`src/rtl/block_movement_to_motor_pkg.sv`:
```
// Shared board geometry, cell/col/row types, FSM state codes and the cell-index decoder.
package block_movement_pkg;
  localparam int COLS  = 4;
  localparam int ROWS  = 5;
  localparam int CELLS = COLS * ROWS;

  typedef logic [4:0] cell_t;
  typedef logic [1:0] col_t;
  typedef logic [2:0] row_t;

  typedef struct packed {
    row_t row;
    col_t col;
  } colrow_t;

  localparam cell_t LAST_CELL = cell_t'(CELLS - 1);

  typedef logic [3:0] state_t;
  localparam state_t ST_IDLE    = 4'd0;
  localparam state_t ST_SEEK_X  = 4'd1;
  localparam state_t ST_SEEK_Y  = 4'd2;
  localparam state_t ST_MAG_ON  = 4'd3;
  localparam state_t ST_DRAG_X  = 4'd4;
  localparam state_t ST_DRAG_Y  = 4'd5;
  localparam state_t ST_MAG_OFF = 4'd6;
  localparam state_t ST_HOME_X  = 4'd7;
  localparam state_t ST_HOME_Y  = 4'd8;
  localparam state_t ST_DONE    = 4'd9;

  function automatic colrow_t idx_to_colrow(cell_t idx);
    colrow_t cr;
    cr.col = col_t'(idx % cell_t'(COLS));
    cr.row = row_t'(idx / cell_t'(COLS));
    return cr;
  endfunction
endpackage

```
`src/rtl/block_movement_to_motor_if.sv`:
```
// Command strobe/indices from the move sequencer plus the stepper, magnet and done pins.
interface block_movement_to_motor_if;
  import block_movement_pkg::*;

  logic  i_en;
  cell_t i_Start_Block;
  cell_t i_End_Block;
  logic  o_step_control_x;
  logic  o_direction_x;
  logic  o_step_control_y;
  logic  o_direction_y;
  logic  o_magnet;
  logic  o_done;

  modport master (
    output i_en, i_Start_Block, i_End_Block,
    input  o_step_control_x, o_direction_x, o_step_control_y, o_direction_y, o_magnet, o_done
  );

  modport slave (
    input  i_en, i_Start_Block, i_End_Block,
    output o_step_control_x, o_direction_x, o_step_control_y, o_direction_y, o_magnet, o_done
  );
endinterface

```
`src/rtl/block_movement_to_motor_axis_stepper.sv`:
```
// One axis: on start emits |delta|*STEPS_PER_CELL pulses (half low, half high); done_o flags the last cycle.
module axis_stepper
  import block_movement_pkg::*;
#(
  parameter int STEPS_PER_CELL   = 200,
  parameter int STEP_HALF_CYCLES = 25000
) (
  input  logic              clk_i,
  input  logic              rst_i,
  input  logic              start_i,
  input  logic signed [3:0] delta_i,
  output logic              step_o,
  output logic              dir_o,
  output logic              done_o
);
  localparam int CNT_W  = $clog2((ROWS - 1) * STEPS_PER_CELL + 1);
  localparam int HALF_W = (STEP_HALF_CYCLES > 1) ? $clog2(STEP_HALF_CYCLES) : 1;
  localparam logic [HALF_W-1:0] HALF_LAST = HALF_W'(STEP_HALF_CYCLES - 1);

  logic              busy_q, step_q, dir_q;
  logic [HALF_W-1:0] half_q;
  logic [CNT_W-1:0]  steps_q;
  logic [CNT_W-1:0]  total_steps;
  logic [3:0]        mag;
  logic              half_end;

  assign mag         = delta_i[3] ? -delta_i : delta_i;
  assign total_steps = CNT_W'(32'(mag) * 32'(STEPS_PER_CELL));
  assign half_end    = (half_q == HALF_LAST);

  // Zero delta finishes in the start cycle; otherwise done marks the final high half-period.
  assign done_o = (start_i && (delta_i == 4'sd0)) ||
                  (busy_q && step_q && half_end && (steps_q == CNT_W'(1)));
  assign step_o = step_q;
  assign dir_o  = dir_q;

  always_ff @(posedge clk_i) begin
    if (rst_i) begin
      busy_q  <= 1'b0;
      step_q  <= 1'b0;
      dir_q   <= 1'b0;
      half_q  <= '0;
      steps_q <= '0;
    end else if (start_i && (delta_i != 4'sd0)) begin
      busy_q  <= 1'b1;
      step_q  <= 1'b0;
      half_q  <= '0;
      steps_q <= total_steps;
      dir_q   <= ~delta_i[3];
    end else if (busy_q && half_end) begin
      half_q <= '0;
      step_q <= ~step_q;
      if (step_q) begin
        steps_q <= steps_q - CNT_W'(1);
        busy_q  <= (steps_q != CNT_W'(1));
      end
    end else if (busy_q) begin
      half_q <= half_q + HALF_W'(1);
    end
  end
endmodule

```
`src/rtl/block_movement_to_motor.sv`:
```
// Klotski block mover: seek to start cell magnet-off, drag to end cell magnet-on, release, pulse done.
// Define BM2M_RETURN_HOME_EN to add a magnet-off return to cell 0 before done.
module block_movement_to_motor
  import block_movement_pkg::*;
#(
  parameter int STEPS_PER_CELL       = 200,
  parameter int STEP_HALF_CYCLES     = 25000,
  parameter int MAGNET_SETTLE_CYCLES = 500000
) (
  input logic                      i_Clk,
  input logic                      i_rst,
  block_movement_to_motor_if.slave mv
);
  localparam int SETTLE_W = (MAGNET_SETTLE_CYCLES > 1) ? $clog2(MAGNET_SETTLE_CYCLES) : 1;

  state_t              state_q, state_d;
  logic                entry_q;
  col_t                cur_col_q, cur_col_d, tgt_col;
  row_t                cur_row_q, cur_row_d, tgt_row;
  colrow_t             src_q, dst_q;
  logic [SETTLE_W-1:0] settle_q;
  logic signed [3:0]   dx, dy;
  logic                x_start, y_start, x_done, y_done, settled;

  always_comb begin
    tgt_col = '0;
    tgt_row = '0;
    case (state_q)
      ST_SEEK_X, ST_SEEK_Y: begin tgt_col = src_q.col; tgt_row = src_q.row; end
      ST_DRAG_X, ST_DRAG_Y: begin tgt_col = dst_q.col; tgt_row = dst_q.row; end
      default: ;
    endcase
  end

  assign dx      = $signed({2'b00, tgt_col}) - $signed({2'b00, cur_col_q});
  assign dy      = $signed({1'b0, tgt_row}) - $signed({1'b0, cur_row_q});
  // Steppers are kicked only in the first cycle of each segment state.
  assign x_start = entry_q && (state_q == ST_SEEK_X || state_q == ST_DRAG_X || state_q == ST_HOME_X);
  assign y_start = entry_q && (state_q == ST_SEEK_Y || state_q == ST_DRAG_Y || state_q == ST_HOME_Y);
  assign settled = (settle_q == SETTLE_W'(MAGNET_SETTLE_CYCLES - 1));

  always_comb begin
    state_d   = state_q;
    cur_col_d = cur_col_q;
    cur_row_d = cur_row_q;
    case (state_q)
      ST_IDLE:
        if (mv.i_en)
          state_d = (mv.i_Start_Block > LAST_CELL || mv.i_End_Block > LAST_CELL) ? ST_DONE : ST_SEEK_X;
      ST_SEEK_X: if (x_done) begin state_d = ST_SEEK_Y; cur_col_d = tgt_col; end
      ST_SEEK_Y: if (y_done) begin state_d = ST_MAG_ON; cur_row_d = tgt_row; end
      ST_MAG_ON: if (settled) state_d = ST_DRAG_X;
      ST_DRAG_X: if (x_done) begin state_d = ST_DRAG_Y; cur_col_d = tgt_col; end
      ST_DRAG_Y: if (y_done) begin state_d = ST_MAG_OFF; cur_row_d = tgt_row; end
`ifdef BM2M_RETURN_HOME_EN
      ST_MAG_OFF: if (settled) state_d = ST_HOME_X;
      ST_HOME_X: if (x_done) begin state_d = ST_HOME_Y; cur_col_d = tgt_col; end
      ST_HOME_Y: if (y_done) begin state_d = ST_DONE; cur_row_d = tgt_row; end
`else
      ST_MAG_OFF: if (settled) state_d = ST_DONE;
`endif
      ST_DONE: state_d = ST_IDLE;
      default: state_d = ST_IDLE;
    endcase
  end

  always_ff @(posedge i_Clk) begin
    if (i_rst) begin
      state_q   <= ST_IDLE;
      entry_q   <= 1'b0;
      cur_col_q <= '0;
      cur_row_q <= '0;
      src_q     <= '0;
      dst_q     <= '0;
      settle_q  <= '0;
    end else begin
      state_q   <= state_d;
      entry_q   <= (state_d != state_q);
      cur_col_q <= cur_col_d;
      cur_row_q <= cur_row_d;
      if (state_q == ST_IDLE && mv.i_en) begin
        src_q <= idx_to_colrow(mv.i_Start_Block);
        dst_q <= idx_to_colrow(mv.i_End_Block);
      end
      settle_q <= ((state_q == ST_MAG_ON || state_q == ST_MAG_OFF) && !settled) ?
                  settle_q + SETTLE_W'(1) : '0;
    end
  end

  assign mv.o_magnet = (state_q == ST_MAG_ON) || (state_q == ST_DRAG_X) || (state_q == ST_DRAG_Y);
  assign mv.o_done   = (state_q == ST_DONE);

  axis_stepper #(.STEPS_PER_CELL(STEPS_PER_CELL), .STEP_HALF_CYCLES(STEP_HALF_CYCLES)) u_x (
    .clk_i(i_Clk), .rst_i(i_rst), .start_i(x_start), .delta_i(dx),
    .step_o(mv.o_step_control_x), .dir_o(mv.o_direction_x), .done_o(x_done)
  );

  axis_stepper #(.STEPS_PER_CELL(STEPS_PER_CELL), .STEP_HALF_CYCLES(STEP_HALF_CYCLES)) u_y (
    .clk_i(i_Clk), .rst_i(i_rst), .start_i(y_start), .delta_i(dy),
    .step_o(mv.o_step_control_y), .dir_o(mv.o_direction_y), .done_o(y_done)
  );
endmodule

```
`src/flat_wrapper.sv`:
```
// flat-port wrapper written by rule: the top's interface ports become plain ports
module block_movement_to_motor_flat import block_movement_pkg::*;
#(
  parameter int STEPS_PER_CELL       = 200,
  parameter int STEP_HALF_CYCLES     = 25000,
  parameter int MAGNET_SETTLE_CYCLES = 500000
)
  (i_Clk, i_rst, mv_i_en, mv_i_Start_Block, mv_i_End_Block, mv_o_step_control_x, mv_o_direction_x, mv_o_step_control_y, mv_o_direction_y, mv_o_magnet, mv_o_done);
  block_movement_to_motor_if mv_i ();
  input logic i_Clk;
  input logic i_rst;
  input wire logic [$bits(mv_i.i_en)-1:0] mv_i_en;
  input wire logic [$bits(mv_i.i_Start_Block)-1:0] mv_i_Start_Block;
  input wire logic [$bits(mv_i.i_End_Block)-1:0] mv_i_End_Block;
  output wire logic [$bits(mv_i.o_step_control_x)-1:0] mv_o_step_control_x;
  output wire logic [$bits(mv_i.o_direction_x)-1:0] mv_o_direction_x;
  output wire logic [$bits(mv_i.o_step_control_y)-1:0] mv_o_step_control_y;
  output wire logic [$bits(mv_i.o_direction_y)-1:0] mv_o_direction_y;
  output wire logic [$bits(mv_i.o_magnet)-1:0] mv_o_magnet;
  output wire logic [$bits(mv_i.o_done)-1:0] mv_o_done;
  assign mv_i.i_en = mv_i_en;
  assign mv_i.i_Start_Block = mv_i_Start_Block;
  assign mv_i.i_End_Block = mv_i_End_Block;
  assign mv_o_step_control_x = mv_i.o_step_control_x;
  assign mv_o_direction_x = mv_i.o_direction_x;
  assign mv_o_step_control_y = mv_i.o_step_control_y;
  assign mv_o_direction_y = mv_i.o_direction_y;
  assign mv_o_magnet = mv_i.o_magnet;
  assign mv_o_done = mv_i.o_done;
  block_movement_to_motor #(.STEPS_PER_CELL(STEPS_PER_CELL), .STEP_HALF_CYCLES(STEP_HALF_CYCLES), .MAGNET_SETTLE_CYCLES(MAGNET_SETTLE_CYCLES)) u_core (.i_Clk(i_Clk), .i_rst(i_rst), .mv(mv_i));
endmodule
```
`config.mk`:
```
export PLATFORM = sky130hd
export DESIGN_NAME = block_movement_to_motor_flat
export DESIGN_NICKNAME = d
export VERILOG_FILES = /design/src/rtl/block_movement_to_motor_pkg.sv /design/src/rtl/block_movement_to_motor_if.sv /design/src/rtl/block_movement_to_motor_axis_stepper.sv /design/src/rtl/block_movement_to_motor.sv /design/src/flat_wrapper.sv
export SDC_FILE = /design/constraint.sdc
export NUM_CORES = 1
export LEC_CHECK = 0
export ABC_CLOCK_PERIOD_IN_PS = 5000
export BUFFER_PORTS_ARGS = -buffer_cell sky130_fd_sc_hd__buf_4
export CAP_MARGIN = 5
export CORE_MARGIN = 2
export CORE_UTILIZATION = 50
export CTS_BUF_LIST = sky130_fd_sc_hd__clkbuf_2
export CTS_CLUSTER_DIAMETER = 40
export CTS_CLUSTER_SIZE = 8
export DETAILED_ROUTE_END_ITERATION = 10
export HOLD_SLACK_MARGIN = 0.08
export MAX_ROUTING_LAYER = met4
export PLACE_DENSITY = 0.65
export SYNTH_ARGS = -nofsm -noshare
export SYNTH_HDL_FRONTEND = slang
export SYNTH_HIERARCHICAL = 1
export SYNTH_SLANG_ARGS = --single-unit
```
`constraint.sdc`:
```
create_clock -name i_Clk -period 5 [get_ports i_Clk]
set_input_delay 0.5 -clock i_Clk [delete_from_list [all_inputs] [get_ports i_Clk]]
set_output_delay 0.5 -clock i_Clk [all_outputs]
set_load 0.02 [all_outputs]
```
# After elaboration in Yosys (flattened, before gate mapping)
# Index checks and enable logic that the tools add are counted.
[op_classes]
add_sub_neg = 9
n_mul = 2
order_cmp = 2
eq_ne = 17
muxes = 25
n_bitwise = 5
reduce_logical = 51
[ops]
columns = ["operator", "count"]
rows = [
  ["$mux 10", 6],
  ["$mux 4", 10],
  ["$add 15x1->15 const B", 2],
  ["$eq 15x15->1 const B", 2],
  ["$pmux 4 s7", 1],
  ["$eq 10x1->1 const B", 2],
  ["$ne 10x1->1 const B", 2],
  ["$sub 10x1->10 const B", 2],
  ["$add 19x1->19 const B", 1],
  ["$eq 19x19->1 const B", 1],
  ["$eq 4x3->1 const B", 4],
  ["$logic_and 1x1->1", 16],
  ["$mul 4x5->7 const B", 2],
  ["$reduce_or 2->1", 7],
  ["$logic_not 4->1", 3],
  ["$reduce_and 2->1", 6],
  ["$gt 5x5->1 const B", 2],
  ["$logic_or 1x1->1", 10],
  ["$eq 4x2->1 const B", 2],
  ["$eq 4x4->1 const B", 2],
  ["$neg 4->4", 2],
  ["$reduce_bool 2->1", 4],
  ["$reduce_bool 4->1", 2],
  ["$mux 1", 6],
  ["9 further kinds", 14],
]
[totals]
ff_bits = 95
inputBits = 13
output_inout_bits = 6

# Logic depth before layout (Yosys ltp)
[depth]
word_depth = 10
ltp_mapped = 21
depth_no_buf = 19

# Hierarchy
# Netlist, hierarchy kept.
[modules_own_cells]
columns = ["module", "instances", "cells_each", "area_per_inst_um2", "seq_area_each_um2"]
rows = [
  ["block_movement_to_motor", 1, 249, 2129.5, 780.7],
  ["axis_stepper (u_core.u_y)", 1, 165, 1536.5, 560.5],
  ["axis_stepper (u_core.u_x)", 1, 171, 1510.2, 560.5],
]

# Worst setup path after synthesis
# OpenSTA, ideal clock, no wires.
[synth_path]
path_type = "register to register"
from = "register u_core.state_q[1]"
to = "register u_core.u_y.steps_q[9]"
setup_time_ns = 0.080
t_arrival_ns = 3.751
required_ns = 4.920
setup_slack_ns = 1.169
path_stages_with_launch = 22
period_less_slack_ns = 3.831
cell_sequence = "dfxtp_1 buf_2 nor2b_1 clkbuf_1 nand2_1 a21oi_1 inv_1 ha_1 inv_1 fa_1 inv_1 ha_1 nand2_1 o21ai_0 ha_1 ha_1 fa_1 xnor2_1 xnor2_1 xnor2_1 nor2_1 a211oi_2"
[synth_between]
elab_chain_cells = 8
elab_cells_between_ends = 21
cone_classes = "add/sub (2); mul (1); eq/ne (5); mux (3); reduce/logical (10)"
[synth_lines]
columns = ["element", "line_no", "text"]
rows = [
  ["start, declared", "block_movement_to_motor.sv:16", "state_t state_q, state_d;"],
  ["start signal, assigned", "block_movement_to_motor.sv:77", "state_q <= state_d;"],
  ["$eq 4x3->1, or another cell as far along", "block_movement_to_motor.sv:28", "case (state_q)"],
  ["$reduce_or 2->1", "block_movement_to_motor.sv:28", ""],
  ["$pmux 3 s2 (*)", "block_movement_to_motor.sv:28", ""],
  ["$sub 3x3->4 (*)", "block_movement_to_motor.sv:36", "assign dy = $signed({1'b0, tgt_row}) - $signed({1'b0, cur_row_q});"],
  ["named net u_core.dy[1]", "block_movement_to_motor.sv:22", "logic signed [3:0] dx, dy;"],
  ["$neg 4->4 / $reduce_bool 4->1 (equally long branches)", "block_movement_to_motor_axis_stepper.sv:27, block_movement_to_motor_axis_stepper.sv:44", ""],
  ["$mux 4 / $logic_and 1x1->1 (equally long branches)", "block_movement_to_motor_axis_stepper.sv:27, block_movement_to_motor_axis_stepper.sv:44", ""],
  ["$mul 4x5->7 / $reduce_bool 2->1 (equally long branches)", "n/a", ""],
  ["$mux 10 / $reduce_and 2->1 (equally long branches)", "n/a", ""],
  ["end signal, assigned", "block_movement_to_motor_axis_stepper.sv:48", "steps_q <= total_steps;"],
  ["end signal, assigned", "block_movement_to_motor_axis_stepper.sv:54", "steps_q <= steps_q - CNT_W'(1);"],
  ["end, declared", "block_movement_to_motor_axis_stepper.sv:22", "logic [CNT_W-1:0] steps_q;"],
]
# The timed path passes the listed nets; every way through them passes the cells marked *.
# A chain may end at the register's enable or synchronous reset.

# Worst setup path in the final report
# Ends and elaborated chain as after synthesis.

==> run summary <==
pre-CTS setup slack - 0.555 ns
critical path required time - 5.49 ns
Port Buffer Count - 18
Power Density - 225 nW/um^2
DRT iter0 DRCs - 169
Post-Layout Cell Count - 733
reg2reg path depth - 19
relative max-transition margin - 0.522
IO Count - 19
largest family of logic cells by synthesized area - simple AND/OR/NAND/NOR gates
Yosys reg bits - 95
Routed WL - 9560 um
post-layout minimum cycle time - 4.41 ns
Syn Nets - 623
Final Max Tran Viols - 0
Rows - 37
H-tree depth - 3
Seq. cell area - 1900 um^2
Mean Syn Cell Area - 8.85 um^2
mux share of post-synthesis cell area - 0.0370
largest net degree at the start of global routing - 43
Main synth FF type - dfxtp_1
top cell type's share of synthesized area - 0.367
die area - 11,200 um^2
Achievable Freq - 227 MHz
# setup viols final - 0
core area - 10,200 um^2
WL/cell - 13.0 um
Starting Density - 0.508
TritonCTS Buffers - 9
share of post-route cells with drive strength above 1 - 0.112
routability congestion estimate from global placement - 0.845
DR vias/cell - 5.32
# diodes - 0
maximum clock path buffer count - 2
Yosys warning count - 6
post-synthesis adder-cell area fraction - 0.0662
Final WS setup - 0.594 ns
hold path endpoint - u_core/src_q[0]
gr ovfl total - 0
clk slew on worst S/H paths - 0.25 ns
Post-Synth Simple-Gate Area - 0.277
DIE HEIGHT - 106 um
Post-CTS Hold Buffers - 0
crit path max fanout - 17
WS Path Type - reg -> reg
number of max-cap violations - 0
fillers - 975
Die W - 106 um
Synth area leader - dfxtp_1
sequential share of the synthesized area - 0.367
Synth Area in XOR/XNOR - 0.129
RSZ-0062 raised after global routing - no
Least-Margin Pin Slew - 0.711 ns
DP Area - 5370 um^2
synthesized cell area - 5180 um^2
worst skew pair latency - 0.54 ns
reg-to-reg endpoint - u_core/u_y/steps_q[9]
top cells by area, synth - dfxtp_1 (37%), nor2_1 (7.8%), xnor2_1 (6.4%), xor2_1 (6.4%), ha_1 (5.1%)
number of synthesized flops with an enable pin - 0
setup_tns - 0 ns
Max rail drop VDD - 116 uV
Fin Hold WS - 0.164 ns
Area Overhead vs Synth - 5.49%
Tcrit/Tclk final - 0.881
CP Launch Type - flip-flop
hold path depth - 3
CTS tree - built
Gate Count Post-Synth - 585
Lkg Pwr - 0.00205 uW
vias in the first global route - 3,805
share of flip-flops with an asynchronous set or reset - 0
Hold WC Path Type - in -> reg
reg-to-reg setup timing slack - 0.59 ns
final antenna-violating net count - 0
CTS Sinks - 95
total track usage - 0.188
Synth Area in Compound Gates - 0.0800
Final Hold Fails - 0
Placed Cells - 717
design area - 5460 um^2
worst r2r src - u_core/state_q[1]
initial antenna violation count - 0
skew final - 0.0271 ns
dpl hpwl - 6920 um
first-pass GRT wire length - 17,000 um
Worst Setup End Kind - flip-flop
Netlist cell types - 66
Nets - 630
drc violations - 0
outcome - finished clean
DR vias - 3,898
CTS Root Cell - clkbuf_2
most frequent cell after synthesis - nor2_1
commonest cells in the synthesized netlist - nor2_1 (108), dfxtp_1 (95), xnor2_1 (38), xor2_1 (38), nand2_1 (31)
area of the multi-input gates - 3050 um^2
Arrival @ worst endpoint - 4.89 ns
beginning of the worst hold path - mv_i_Start_Block[0]
Initial DRT Pass Iterations - 4
-- area by class of cell --
type,count,area share
multi-input combinational,440,0.559
clock inverter,5,0.00642
inverter,26,0.0179
sequential,95,0.348
clock buffer,11,0.0101
timing repair buffer,20,0.0275
tap,136,0.0312
-- cell families (layout without fill, tap and decap cells) --
| group | Yosys count | in the layout |
|---|---|---|
| fa+ha+maj | 25 | 25 |
| compound gates | 57 | 57 |
| simple gates | 263 | 263 |
| flops | 95 | 95 |
| buf+inv | 50 | 62 |
| xor+xnor | 76 | 76 |
| mux | 19 | 19 |
-- worst max-delay path by stage --
stage / start / end / slack, ns / cells after the start
2_1_floorplan: u_core/state_q[1] / u_core/u_y/steps_q[9] / 1.17 / 21
3_3_place_gp: u_core/state_q[2] / u_core/u_y/steps_q[9] / 0.74 / 19
3_5_place_dp: u_core/state_q[2] / u_core/u_y/steps_q[9] / 0.55 / 19
4_1_cts: u_core/state_q[2] / u_core/u_y/steps_q[9] / 0.48 / 19
5_1_grt: u_core/state_q[1] / u_core/u_y/steps_q[9] / 0.06 / 19
6_report: u_core/state_q[1] / u_core/u_y/steps_q[9] / 0.59 / 19
-- sequential cells by signal (all words and copies together) (netlist names), 2 cells and up --
name,flops
u_core/cur_col_q,2
u_core/cur_row_q,3
u_core/dst_q,5
u_core/settle_q,19
u_core/src_q,5
u_core/state_q,4
u_core/u_x/half_q,15
u_core/u_x/steps_q,10
u_core/u_y/half_q,15
u_core/u_y/steps_q,10
-- what timing repair did --
| action | CTS | global route |
|---|---|---|
| resized for setup | 0 | 1 |
| buffers inserted | 0 | 0 |
| setup endpoints to repair | 0 | 1 |
-- routing by layer --
layer | vias up | wire, um | track usage
met5 | - | 0 | -
met4 | 0 | 98 | 0.0677
met3 | 7 | 174 | 0.0260
met2 | 26 | 4580 | 0.312
met1 | 1844 | 4700 | 0.236
li1 | 2021 | - | -
-- stage by stage --
step	utilization	power, uW
2_1_floorplan	-	890
3_3_place_gp	0.527	917
3_5_place_dp	0.527	920
4_1_cts	0.536	1250
5_1_grt	0.536	1290
6_report	0.536	1230
-- worst max-delay path, stage by stage (launching register included) --
cell and delay (ns):
dfxtp_1 0.75, xor2_1 0.35, nand3_1 0.12, a21oi_1 0.19, inv_1 0.06, ha_1 0.17, inv_1 0.08, fa_1 0.43
inv_1 0.10, ha_1 0.23, nand2_1 0.08, o21ai_0 0.15, ha_1 0.32, ha_1 0.22, fa_1 0.38, xnor2_1 0.20
xnor2_1 0.15, xnor2_1 0.13, nor2_1 0.06, a211oi_2 0.18
-- report_power, final --
group / internal (uW) / switching, uW
logic: 50.5 / 65.1
clock network: 69.9 / 253
registers: 773 / 17.2
-- cell usage in the layout (no fill, tap or decap), drive strengths merged, types with 3 or more instances in the layout --
master,instances
nor4,5
or3,3
nor2b,8
nor2,109
and3,16
nand4,10
clkbuf,11
nand2,32
buf,20
nand3,25
a21oi,13
ha,21
o21ai,10
xnor2,38
xor2,38
a21o,5
mux2i,18
dfxtp,95
a211oi,13
or4bb,5
clkinv,4
fa,4
and4,3
a32oi,3
inv,26
or4,5
nand4b,7
nand2b,9
or2,3
nor3,10
nand3b,3
nor3b,4
No activity file was read; power rests on OpenSTA's default activity.
